## src/rtl/fft_usb_packetizer_pkg.sv

```systemverilog
`default_nettype none
// ============================================================================
// Module   : fft_usb_packetizer_pkg
// Purpose  : Shared constants, state encoding and packet-length helper for
//            the FFT-to-USB byte packetizer.
// Revision : 1.0 - initial release
// ============================================================================
package fft_usb_packetizer_pkg;

    // Default sync nibble that leads every packet.
    localparam logic [3:0] c_SYNC = 4'hF;

    // Packetizer state encoding.
    typedef logic [1:0] state_t;
    localparam state_t c_ST_IDLE = 2'd0;
    localparam state_t c_ST_SEND = 2'd1;
    localparam state_t c_ST_CSUM = 2'd2;

    // Number of payload bytes (sync + chan + bin + re + im, rounded up).
    function automatic int PKT_BYTES(input int n_w, input int chan_w, input int data_w);
        return (4 + chan_w + n_w + 2 * data_w + 7) / 8;
    endfunction

endpackage
`default_nettype wire

```

## src/rtl/fft_usb_packetizer_sync_fifo.sv

```systemverilog
`default_nettype none
// ============================================================================
// Module   : fft_usb_packetizer_sync_fifo
// Purpose  : Single-clock FIFO with first-word fall-through read data.
//            A push and a pop in the same cycle are both honoured, also
//            when the FIFO is full (the popped slot is the one written).
// Ports    : clk, rst     - clock, asynchronous active-high reset
//            i_push/i_data - write strobe and data
//            i_pop/o_data  - read strobe and head-of-queue data
//            o_full/o_empty- occupancy flags
// Revision : 1.0 - initial release
// ============================================================================
module fft_usb_packetizer_sync_fifo #(
    parameter int WIDTH = 8,
    parameter int DEPTH = 8
) (
    input  logic             clk,
    input  logic             rst,
    input  logic             i_push,
    input  logic [WIDTH-1:0] i_data,
    input  logic             i_pop,
    output logic [WIDTH-1:0] o_data,
    output logic             o_full,
    output logic             o_empty
);

    localparam int c_AW = $clog2(DEPTH);

    logic [WIDTH-1:0] r_mem [DEPTH];
    logic [c_AW:0]    r_wr_ptr;
    logic [c_AW:0]    r_rd_ptr;

    always_ff @(posedge clk or posedge rst) begin
        if (rst) begin
            r_wr_ptr <= '0;
            r_rd_ptr <= '0;
        end else begin
            if (i_push) r_wr_ptr <= r_wr_ptr + 1'b1;
            if (i_pop)  r_rd_ptr <= r_rd_ptr + 1'b1;
        end
    end

    always_ff @(posedge clk) begin
        if (i_push) r_mem[r_wr_ptr[c_AW-1:0]] <= i_data;
    end

    // Extra pointer bit distinguishes full from empty when the indices match.
    assign o_empty = (r_wr_ptr == r_rd_ptr);
    assign o_full  = (r_wr_ptr[c_AW] != r_rd_ptr[c_AW]) &&
                     (r_wr_ptr[c_AW-1:0] == r_rd_ptr[c_AW-1:0]);
    assign o_data  = r_mem[r_rd_ptr[c_AW-1:0]];

endmodule
`default_nettype wire

```

## src/rtl/fft_usb_packetizer.sv

```systemverilog
`default_nettype none
// ============================================================================
// Module   : fft_usb_packetizer
// Purpose  : Buffers FFT bins and serialises each one as a sync-tagged,
//            fixed-length byte packet on a valid/ready byte stream, with an
//            optional trailing XOR checksum and dropped-bin accounting.
// Ports    : clk_i, rst_i              - clock, async active-high reset
//            in_valid_i, in_chan_i,
//            in_bin_i, in_re_i, in_im_i - FFT bin input (cannot stall)
//            out_valid_o, out_data_o,
//            out_ready_i, out_last_o    - byte stream output
//            clear_i                    - clears overflow_o / drop_count_o
//            overflow_o, drop_count_o   - sticky drop flag, saturating count
// Revision : 1.0 - initial release
// ============================================================================
module fft_usb_packetizer
    import fft_usb_packetizer_pkg::*;
#(
    parameter int         N_WIDTH    = 10,
    parameter int         DATA_WIDTH = 25,
    parameter int         CHAN_WIDTH = 2,
    parameter int         FIFO_DEPTH = 8,
    parameter int         CHECKSUM   = 1,
    parameter logic [3:0] SYNC       = c_SYNC
) (
    input  logic                  clk_i,
    input  logic                  rst_i,
    input  logic                  in_valid_i,
    input  logic [CHAN_WIDTH-1:0] in_chan_i,
    input  logic [N_WIDTH-1:0]    in_bin_i,
    input  logic [DATA_WIDTH-1:0] in_re_i,
    input  logic [DATA_WIDTH-1:0] in_im_i,
    output logic                  out_valid_o,
    output logic [7:0]            out_data_o,
    input  logic                  out_ready_i,
    output logic                  out_last_o,
    input  logic                  clear_i,
    output logic                  overflow_o,
    output logic [15:0]           drop_count_o
);

    localparam int c_ENTRY_W   = CHAN_WIDTH + N_WIDTH + 2 * DATA_WIDTH;
    localparam int c_PAY_BYTES = PKT_BYTES(N_WIDTH, CHAN_WIDTH, DATA_WIDTH);
    localparam int c_VEC_W     = 8 * c_PAY_BYTES;
    localparam int c_PAD_W     = c_VEC_W - 4 - c_ENTRY_W;
    localparam int c_CTR_W     = $clog2(c_PAY_BYTES + 1);

    typedef logic [c_VEC_W-1:0] vec_t;
    localparam logic [c_CTR_W-1:0] c_LAST_IDX = c_CTR_W'(c_PAY_BYTES - 1);

    // FIFO interface
    logic                 w_push;
    logic                 w_pop;
    logic                 w_full;
    logic                 w_empty;
    logic                 w_drop;
    logic [c_ENTRY_W-1:0] w_fifo_dout;
    vec_t                 w_vec;

    // Registered state
    state_t               r_state;
    vec_t                 r_shift;
    logic [7:0]           r_data;
    logic                 r_valid;
    logic                 r_last;
    logic [c_CTR_W-1:0]   r_ctr;
    logic [7:0]           r_csum;
    logic                 r_overflow;
    logic [15:0]          r_drop_cnt;

    // Next-state values
    state_t               w_state_nxt;
    vec_t                 w_shift_nxt;
    logic [7:0]           w_data_nxt;
    logic                 w_valid_nxt;
    logic                 w_last_nxt;
    logic [c_CTR_W-1:0]   w_ctr_nxt;
    logic [7:0]           w_csum_nxt;
    logic                 w_accept;
    logic                 w_done;
    logic [7:0]           w_csum_acc;
    logic [c_CTR_W-1:0]   w_ctr_inc;

    // A full FIFO still takes a bin if the head leaves in the same cycle.
    assign w_push = in_valid_i & (~w_full | w_pop);
    assign w_drop = in_valid_i & w_full & ~w_pop;

    fft_usb_packetizer_sync_fifo #(
        .WIDTH (c_ENTRY_W),
        .DEPTH (FIFO_DEPTH)
    ) u_fifo (
        .clk     (clk_i),
        .rst     (rst_i),
        .i_push  (w_push),
        .i_data  ({in_chan_i, in_bin_i, in_re_i, in_im_i}),
        .i_pop   (w_pop),
        .o_data  (w_fifo_dout),
        .o_full  (w_full),
        .o_empty (w_empty)
    );

    // Packet image, MSB first, zero pad at the LSB end.
    assign w_vec      = vec_t'({SYNC, w_fifo_dout}) << c_PAD_W;
    assign w_accept   = r_valid & out_ready_i;
    assign w_csum_acc = r_csum ^ r_data;
    assign w_ctr_inc  = r_ctr + 1'b1;

    always_comb begin
        w_state_nxt = r_state;
        w_shift_nxt = r_shift;
        w_data_nxt  = r_data;
        w_valid_nxt = r_valid;
        w_last_nxt  = r_last;
        w_ctr_nxt   = r_ctr;
        w_csum_nxt  = r_csum;
        w_pop       = 1'b0;
        w_done      = 1'b0;

        case (r_state)
            c_ST_IDLE: begin
                if (!w_empty) w_pop = 1'b1;
            end
            c_ST_SEND: begin
                if (w_accept) begin
                    w_csum_nxt = w_csum_acc;
                    if (r_ctr == c_LAST_IDX) begin
                        if (CHECKSUM != 0) begin
                            w_state_nxt = c_ST_CSUM;
                            w_data_nxt  = w_csum_acc;
                            w_last_nxt  = 1'b1;
                        end else begin
                            w_done = 1'b1;
                        end
                    end else begin
                        w_data_nxt  = r_shift[c_VEC_W-1 -: 8];
                        w_shift_nxt = r_shift << 8;
                        w_ctr_nxt   = w_ctr_inc;
                        w_last_nxt  = (CHECKSUM == 0) && (w_ctr_inc == c_LAST_IDX);
                    end
                end
            end
            c_ST_CSUM: begin
                if (w_accept) w_done = 1'b1;
            end
            default: begin
                w_state_nxt = c_ST_IDLE;
                w_valid_nxt = 1'b0;
                w_last_nxt  = 1'b0;
                w_data_nxt  = 8'h00;
            end
        endcase

        // Chain straight into the next packet when one is waiting.
        if (w_done) begin
            if (!w_empty) begin
                w_pop = 1'b1;
            end else begin
                w_state_nxt = c_ST_IDLE;
                w_valid_nxt = 1'b0;
                w_last_nxt  = 1'b0;
                w_data_nxt  = 8'h00;
            end
        end

        if (w_pop) begin
            w_state_nxt = c_ST_SEND;
            w_data_nxt  = w_vec[c_VEC_W-1 -: 8];
            w_shift_nxt = w_vec << 8;
            w_ctr_nxt   = '0;
            w_csum_nxt  = 8'h00;
            w_valid_nxt = 1'b1;
            w_last_nxt  = (CHECKSUM == 0) && (c_PAY_BYTES == 1);
        end
    end

    always_ff @(posedge clk_i or posedge rst_i) begin
        if (rst_i) begin
            r_state <= c_ST_IDLE;
            r_shift <= '0;
            r_data  <= 8'h00;
            r_valid <= 1'b0;
            r_last  <= 1'b0;
            r_ctr   <= '0;
            r_csum  <= 8'h00;
        end else begin
            r_state <= w_state_nxt;
            r_shift <= w_shift_nxt;
            r_data  <= w_data_nxt;
            r_valid <= w_valid_nxt;
            r_last  <= w_last_nxt;
            r_ctr   <= w_ctr_nxt;
            r_csum  <= w_csum_nxt;
        end
    end

    // A drop coinciding with clear is kept as the first event after the clear.
    always_ff @(posedge clk_i or posedge rst_i) begin
        if (rst_i) begin
            r_overflow <= 1'b0;
            r_drop_cnt <= 16'h0000;
        end else if (clear_i) begin
            r_overflow <= w_drop;
            r_drop_cnt <= w_drop ? 16'h0001 : 16'h0000;
        end else if (w_drop) begin
            r_overflow <= 1'b1;
            if (r_drop_cnt != 16'hFFFF) r_drop_cnt <= r_drop_cnt + 16'h0001;
        end
    end

    assign out_valid_o  = r_valid;
    assign out_data_o   = r_data;
    assign out_last_o   = r_last;
    assign overflow_o   = r_overflow;
    assign drop_count_o = r_drop_cnt;

endmodule
`default_nettype wire
```

## config.mk

```make
export PLATFORM = sky130hd
export DESIGN_NAME = fft_usb_packetizer
export DESIGN_NICKNAME = d
export VERILOG_FILES = /design/src/rtl/fft_usb_packetizer_pkg.sv /design/src/rtl/fft_usb_packetizer_sync_fifo.sv /design/src/rtl/fft_usb_packetizer.sv
export SDC_FILE = /design/constraint.sdc
export NUM_CORES = 1
export LEC_CHECK = 0
export BUFFER_PORTS_ARGS = -buffer_cell sky130_fd_sc_hd__buf_2
export CAP_MARGIN = 25
export CORE_ASPECT_RATIO = 1.1
export CORE_MARGIN = 2
export CORE_UTILIZATION = 55
export DETAILED_ROUTE_END_ITERATION = 10
export GPL_TIMING_DRIVEN = 0
export PLACE_DENSITY = 0.78
export SLEW_MARGIN = 20
export SYNTH_ARGS = -nofsm -noshare
export SYNTH_HDL_FRONTEND = slang
export SYNTH_HIERARCHICAL = 1
export SYNTH_SLANG_ARGS = --single-unit
```

## constraint.sdc

```tcl
create_clock -name clk_i -period 18.15 [get_ports clk_i]
set_clock_uncertainty 0.2 [all_clocks]
set_input_delay 3.63 -clock clk_i [delete_from_list [all_inputs] [get_ports clk_i]]
set_output_delay 3.63 -clock clk_i [all_outputs]
set_load 0.01 [all_outputs]
```

After elaboration in Yosys (flattened, before gate mapping)
Memories as Yosys holds them, arrays and structs flattened.
Cells that the tools add are included.

storage, ports and cells
  memories = 1
  RAM bits = 496
  input port bits = 67
  logic and storage cells = 90
  register bits = 121
  output and inout bits = 27

operators by class
  reduce and logical (&&, ||, !) cells = 11
  add/subtract/negate cells = 4
  bitwise logic cells = 8
  muxes and demuxes = 47
  equal/unequal tests = 8

memories
  memory        depth  bits a word  rd ports  clocked after Yosys merged registers in  wr ports  line                                RTL
  u_fifo.r_mem  8      62           1         0                                        1         fft_usb_packetizer_sync_fifo.sv:29  logic [WIDTH-1:0] r_mem [DEPTH];

operator list
  cell                                            number
  2-to-1 mux 72 bit                               4
  2-to-1 mux 8 bit                                8
  2-to-1 mux 16 bit                               3
  2-to-1 mux 1 bit                                20
  adder 16 x 1 -> 16 bit (second input constant)  1
  2-to-1 mux 4 bit                                4
  != test 16 bit (second input constant)          1
  case mux 8 bit (2 select lines)                 1
  adder 4 x 1 -> 4 bit (second input constant)    3
  2-to-1 mux 2 bit                                5
  nonzero test 2 bit                              4
  bitwise XOR 8 bit                               1
  bitwise AND 1 bit                               4
  == test 4 bit                                   1
  == test 4 bit (second input constant)           1
  case mux 2 bit (2 select lines)                 1
  AND reduction 2 bit                             2
  == test 3 bit                                   1
  AND reduction 3 bit                             1
  OR reduction 3 bit                              1
  == test 2 x 1 -> 1 bit (second input constant)  1
  == test 2 bit (second input constant)           1
  logical NOT 2 bit                               1
  != test 2 bit (second input constant)           1
  6 further kinds                                 7

Longest topological paths before layout
Gate-level depths: netlist of run 1.

  depth in word-level cells = 9
  depth in mapped cells = 12
  mapped depth without buffers = 7

By module
The synthesis of run 1 kept the hierarchy.

by module, submodules not included
  module                        cells an instance  instances  seq. area each (um^2)  area an instance (um^2)
  fft_usb_packetizer_sync_fifo  761                1          15094.5                19017.0
  fft_usb_packetizer            506                1          2477.4                 5022.3

Worst setup path after synthesis of run 1
OpenSTA, ideal clock, no wires.

  kind = input -> register
  start = input out_ready_i
  end = memory u_fifo/r_mem[0][0] in the netlist's numbering (enable)
  required time = 17.392 ns
  cell stages on the path = 7
  arrival = 8.972 ns
  buffers on the path = 2
  library setup time = 0.558 ns
  setup slack = 8.420 ns
  cell sequence = a21boi_4 nor3_4 clkbuf_1 buf_2 o21a_1 nand2b_1 nor3_1

between the ends
  word-level cells in the longest chain between the ends = 8

ends and longest elaborated chain
  item                                    line                                RTL
  from (decl)                             fft_usb_packetizer.sv:35            input logic out_ready_i,
  bitwise AND 1 bit                       fft_usb_packetizer.sv:104           assign w_accept = r_valid & out_ready_i;
  2-to-1 mux 1 bit                        fft_usb_packetizer.sv:143           if (w_accept) w_done = 1'b1;
  2-to-1 mux 1 bit                        -
  2-to-1 mux 1 bit                        fft_usb_packetizer.sv:154           if (w_done) begin
  bitwise OR 1 bit                        fft_usb_packetizer.sv:85            assign w_push = in_valid_i & (~w_full | w_pop);
  bitwise AND 1 bit                       fft_usb_packetizer.sv:85
  named net w_push                        fft_usb_packetizer.sv:52            logic w_push;
  2-to-1 mux 1 bit                        fft_usb_packetizer_sync_fifo.sv:44  if (i_push) r_mem[r_wr_ptr[c_AW-1:0]] <= i_data;
  2-to-1 mux 1 bit (implied by the code)  fft_usb_packetizer_sync_fifo.sv:44
  to (decl)                               fft_usb_packetizer_sync_fifo.sv:29

The timed path passes the listed nets, and every way through them passes these cells.

Worst setup path after layout of run 1
  start = input out_ready_i
  end = memory u_fifo/r_mem[0][31] in the netlist's numbering (enable)

The elaborated chain is that of the path after synthesis.

==> results of run 1 <==
==> cell families after synthesis <==
| logic type | Yosys count | share of synthesized area |
|---|---|---|
| XOR/XNOR | 37 | 0.0135 |
| multiplexers | 247 | 0.171 |
| AND/OR/NAND/NOR | 167 | 0.0313 |
| AO/OA/AOI/OAI | 123 | 0.0324 |
| buffers and inverters | 85 | 0.0184 |
| flip-flops | 603 | 0.731 |
| adder cells (fa/ha/maj) | 5 | 0.00260 |
==> synthesized netlist by cell type, types with 11 or more instances <==
cell type | number | share of area
inv_1 | 13 | 0.0020
nand2_1 | 81 | 0.013
mux4_2 | 124 | 0.12
buf_6 | 11 | 0.0052
clkbuf_1 | 36 | 0.0056
o21ai_0 | 75 | 0.016
mux2i_1 | 56 | 0.023
xor2_1 | 15 | 0.0055
xnor2_1 | 22 | 0.0080
buf_2 | 18 | 0.0037
dfrtp_1 | 107 | 0.11
edfxtp_1 | 496 | 0.62
mux2_2 | 67 | 0.031
nor2_1 | 39 | 0.0061
==> final cells by class <==
type,instances,area [um^2]
well taps,574,718
plain buffers,72,394
clock inverters,41,410
diodes,2,5.00
inverters,13,56.3
flip-flops and latches,603,17600
multi-input cells,579,6070
fillers,2828,15500
clock buffers,68,1500
repair buffers,128,1030
==> per-stage QoR <==
step	cells	utilization	instance area, um^2
after global placement	1933	0.583	25200
after global routing	2078	0.642	27800
after CTS	2078	0.642	27800
after floorplan	1267	-	24000
final	2080	0.642	27800
after detailed placement	1969	0.598	25800
==> metal layers <==
metal	up-vias	global-route usage
met2	480	0.363
met4	8	0.0749
met5	-	0
met3	96	0.0446
li1	5435	-
met1	6591	0.317
==> worst max path at each step <==
stage / start / to / slack [ps] / cells past startpoint
after CTS: out_ready_i / u_fifo/r_mem[0][31] / 11040 / 12
after floorplan: out_ready_i / u_fifo/r_mem[0][0] / 8420 / 7
final: out_ready_i / u_fifo/r_mem[0][31] / 10940 / 12
after global routing: out_ready_i / u_fifo/r_mem[0][34] / 10800 / 12
after global placement: out_ready_i / u_fifo/r_mem[0][36] / 3420 / 8
after detailed placement: out_ready_i / u_fifo/r_mem[0][34] / 10430 / 12
==> state kept, by name (all words and copies together), names as in the netlist <==
name	flops
u_fifo/r_rd_ptr	4
out_valid_o	1
out_last_o	1
u_fifo/r_mem	496
out_data_o	8
r_shift	58
drop_count_o	16
overflow_o	1
r_state	2
r_csum	8
u_fifo/r_wr_ptr	4
r_ctr	4
==> power breakdown <==
| part | switching, mW | total (mW) | internal, mW |
|---|---|---|---|
| clock | 0.507 | 1.20 | 0.693 |
| combinational | 0.688 | 1.29 | 0.606 |
| sequential | 0.106 | 1.86 | 1.76 |
| total | 1.30 | 4.35 | 3.05 |
==> results.md, run 1 <==
- Unique masters post-synth: 52
- Reg2reg setup slack: between 10000 and 15000 ps
- CP Class: input port to register
- Most common cell after layout, fill and taps aside: edfxtp_1
- Crit-path max cell delay: approximately 620 ps
- Starting DRT DRC Count: 1401
- Std-Cell Rows: 80
- GR Util All Layers: 0.226
- Pleak: ~9.6 nW
- Largest net degree at the start of global routing: 56
- Clk sinks: about 600
- Initial antenna violation count: 5
- Max-capacitance violation count: 0
- Max FO, Critical Path: 10
- Seq cells post-synth: 603
- Detailed-placement wirelength estimate: roughly 31 mm
- Mapped Cells: approximately 1300
- Die Wd: just over 200 um
- Nets: between 1500 and 2000
- Bufs and invs on worst path: 7
- Final hold vios: 0
- Clock-pin slew on the worst setup and hold paths: roughly 60 ps
- CP Cell Sequence: buf_2, a21boi_4, nor3_4, clkbuf_1, buf_2, o21a_1, nand2b_1, nor3_2, buf_4, buf_4, buf_4, buf_4
- Crit. End Element: register
- Area Overhead vs Synth: 15.5%
- Clock Path Buffers: 3
- Critical Path Source Type: input port
- Fraction of registers with async set/reset: 0.177
- RSZ-0062 raised after global routing: false
- TritonCTS clock tree: yes
- Layout cell share with drive strength beyond 1: 0.303
- Vias in the first global route: roughly 13000
- Die span in y: between 200 and 250 um
- Reg2Reg Capture Point: u_fifo/r_mem[0][31]
- Crit share post-route: 0.398
- CP top delay family: buffers and inverters
- Design Power: roughly 4.4 mW
- Final setup violation count: 0
- PostCTS Resize Cnt: 0
- CTS buffer count: between 50 and 60
- Max-slew violation count: 0
- Most frequent cell on the critical path: buf_4
- WP data arrival: 7330 ps
- Area of the core: 0.0432 mm^2
- FMAX: 139 MHz
- Status: complete, no violations
- Mean Syn Cell Area: 19.0 um^2
- Hold Path Cell Cnt: 1
- Sum Neg Setup Slack: 0 ps
- Top_reg_cell synth: edfxtp_1
- ANT nets after route: 0
- Met1 Routed Length: slightly above 20 mm
- Place WS: about 10000 ps
- WHS: between 200 and 300 ps
- Measured slew at the worst slew-check pin: about 880 ps
- Worst hold start: u_fifo/r_rd_ptr[3]
- Vias post-DR: ~13000
- Vias per cell: approximately 6
- Period minus WS final: between 7000 and 8000 ps
- Final RePlAce weighted congestion: approximately 0.85
- Syn Std Cell Area: around 0.024 mm^2
- Total setup buffers inserted after CTS: 0
- Endpoint, Worst Hold: u_fifo/r_rd_ptr[3]
- Worst skew pair latency: between 600 and 700 ps
- Final worst setup slack: roughly 11000 ps
- # hold bufs at CTS: 0
- Ports: 94
- Initial core utilization: 0.556
- Avg WL per Cell: between 20 and 25 um
- First-pass GRT wire length: roughly 76 mm
- H-tree depth: 2
- Critical-path top delay cell: nor3_2
- Total length of routed wires: 50.3 mm
- Rel. slew slack: 0.415
- Critical R2R Launch: u_fifo/r_rd_ptr[2]
- Ys Warns: 6
- DR WL met2: ~25 mm
- Die area: approximately 0.045 mm^2
- Top layer in use: met5
- DR pass1 iterations: 5
- WL met3: between 3 and 4 mm
- GRT overflow: 0
- Number of synthesized flops with an enable pin: ~500
- Critical Path RT: between 15000 and 20000 ps
- Mapped Nets: ~1300
- Port Buffers: ~90
- HP Class: register to register
- Drt drc: 0
- Sequential area share after synthesis: 0.731
- R2R depth: 15
- Commonest non-fill, non-tap cells in the layout: 496 x edfxtp_1, 124 x mux4_2, 110 x buf_2
- Clock root cell: clkbuf_16
- Highest ir drop seen on vdd: around 0.000095 V
- Total power per unit cell area: approximately 160 mW/mm^2
No activity file was read; power rests on OpenSTA's default activity.
==> run 2, diff against run 1 <==
--- a/config.mk
+++ b/config.mk
@@ -12,7 +12,7 @@
 export CORE_UTILIZATION = 55
 export DETAILED_ROUTE_END_ITERATION = 10
 export GPL_TIMING_DRIVEN = 0
-export PLACE_DENSITY = 0.78
+export PLACE_DENSITY = 0.81
 export SLEW_MARGIN = 20
 export SYNTH_ARGS = -nofsm -noshare
 export SYNTH_HDL_FRONTEND = slang
==> constraint.sdc (replaced) <==
create_clock -name clk_i -period 6.35 [get_ports clk_i]
set_clock_uncertainty 0.2 [all_clocks]
set_input_delay 1.27 -clock clk_i [delete_from_list [all_inputs] [get_ports clk_i]]
set_output_delay 1.27 -clock clk_i [all_outputs]
set_load 0.01 [all_outputs]
==> run 2 against run 1 <==
Sequential share of layout area fell by 0.36 points. Utilization rose by 0.37 points. Clock power grew to 3.0 times the previous value. Combinational power increased to 2.9 times the previous value. Via count is 1.6% higher. Critical path type is now register to register.
==> results.md, run 2 (synthesized netlist as in run 1, its figures left out) <==
- Status: complete, no violations
- Core Util, Final: 0.646
- Total setup buffers inserted after CTS: 0
- Critical Path RT: around 6500 ps
- RSZ-0062 raised after global routing: false
- Max reg flops: just under 500
- CP Class: register to register
- CTS buffer count: between 50 and 60
- Die area: 0.0454 mm^2
- Vias post-DR: between 10000 and 15000
- Initial antenna violation count: 9
- H-tree depth: 2
- Critical-path top delay cell: nor3_4
- Drt drc: 0
- Final setup violation count: 0
- Area of the core: roughly 0.043 mm^2
- Worst skew pair latency: 620 ps
- Vias in the first global route: roughly 13000
- Most common cell after layout, fill and taps aside: edfxtp_1
- Final RePlAce weighted congestion: ~0.86
- Crit share post-route: 0.941
- DR pass1 iterations: 6
- Commonest non-fill, non-tap cells in the layout: 496 x edfxtp_1, 124 x mux4_2, 110 x buf_2
- Die span in y: 223 um
- Nets: ~1500
- Sum Neg Setup Slack: 0 ps
- Initial core utilization: 0.556
- GRT overflow: 0
- Starting DRT DRC Count: between 1000 and 1500
- TritonCTS clock tree: yes
- Critical Path Source Type: register
- FMAX: approximately 170 MHz
- PostCTS Resize Cnt: 0
- Clock root cell: clkbuf_16
- CP Cell Sequence: buf_2, buf_1, xor2_1, nor4b_1, buf_2, nor3_4, clkbuf_1, buf_2, o21a_1, nand2b_1, nor3_4, buf_16, buf_8, buf_8, buf_8
- Pleak: between 9 and 10 nW
- Clock Path Buffers: 3
- Final worst setup slack: roughly 370 ps
- Final hold vios: 0
- # hold bufs at CTS: 0
- Area Overhead vs Synth: 16.1%
- Avg WL per Cell: about 26 um
- Layout cell share with drive strength beyond 1: 0.301
- Design Power: between 10 and 15 mW
- Crit. End Element: register
- ANT nets after route: 0
- Period minus WS final: between 5000 and 6000 ps
- Port Buffers: 92
- Vias per cell: 6.18
- Highest ir drop seen on vdd: 0.000224 V
- Crit-path max cell delay: around 760 ps
- Largest net degree at the start of global routing: between 60 and 70
- Detailed-placement wirelength estimate: between 30 and 40 mm
- First-pass GRT wire length: roughly 80 mm
- Total power per unit cell area: ~460 mW/mm^2
- Max-slew violation count: 0
- Register Area: about 0.018 mm^2
- Place WS: around 530 ps
- HP Class: register to register
- GR Util All Layers: 0.239
- Filler cells: 2789
- Clk sinks: 603
- Measured slew at the worst slew-check pin: 890 ps
- Std-Cell Rows: 80
- Total length of routed wires: about 53 mm
- Max FO, Critical Path: 12
- Rel. slew slack: 0.405
- Multi-input gate area: slightly above 0.006 mm^2
- CP top delay family: buffers and inverters
- Bufs and invs on worst path: 9
- Ports: 94
- WP data arrival: 6110 ps
- Clock-pin slew on the worst setup and hold paths: 60 ps
- Max-capacitance violation count: 0
- Die Wd: ~200 um
==> run 2: through the flow <==
step           cell area, um^2  instances  hold slack, ps
2_1_floorplan            24000       1267             266
6_report                 27900       2072             306
4_1_cts                  27900       2067             306
3_5_place_dp             25900       1961             285
5_1_grt                  27900       2069             308
3_3_place_gp             25200       1933             281
==> run 2: path summary, 6_finish.rpt <==
kind,startpoint,end,slack (ps),cells past startpoint
max,u_fifo/r_rd_ptr[2],u_fifo/r_mem[0][17],370,15
min reg2reg,u_fifo/r_rd_ptr[3],u_fifo/r_rd_ptr[3],310,1
max reg2reg,u_fifo/r_rd_ptr[2],u_fifo/r_mem[0][17],370,15
min,u_fifo/r_rd_ptr[3],u_fifo/r_rd_ptr[3],310,1
min in group asynchronous,rst_i,u_fifo/r_wr_ptr[2],470,2
max in group asynchronous,rst_i,r_shift[51],4830,3
==> run 2: routing by layer <==
layer	global-route usage	routed length (um)
met5	0	50
met4	0.0770	1320
met3	0.0492	3900
met2	0.404	27600
met1	0.314	20400
==> run 2: layout make-up <==
class,count,share of cell area
plain buffers,72,0.0141
inverters,13,0.00202
flip-flops and latches,603,0.629
clock inverters,42,0.0191
clock buffers,64,0.0531
well taps,574,0.0257
multi-input cells,579,0.218
repair buffers,120,0.0382
diodes,5,0.000448
==> run 2: report_power, final <==
part	leakage (nW)	switching (mW)	internal, mW
Clock	0.977	1.48	2.13
Sequential	5.90	0.328	5.02
Combinational	2.72	2.00	1.74
Total	9.59	3.81	8.90
==> run 2: worst reg2reg max path: cells and delay by family (launching register included) <==
family,cells,cell delay (ps)
flops,1,320
compound gates,1,300
simple gates,4,1610
buf+inv,9,3000
xor+xnor,1,260
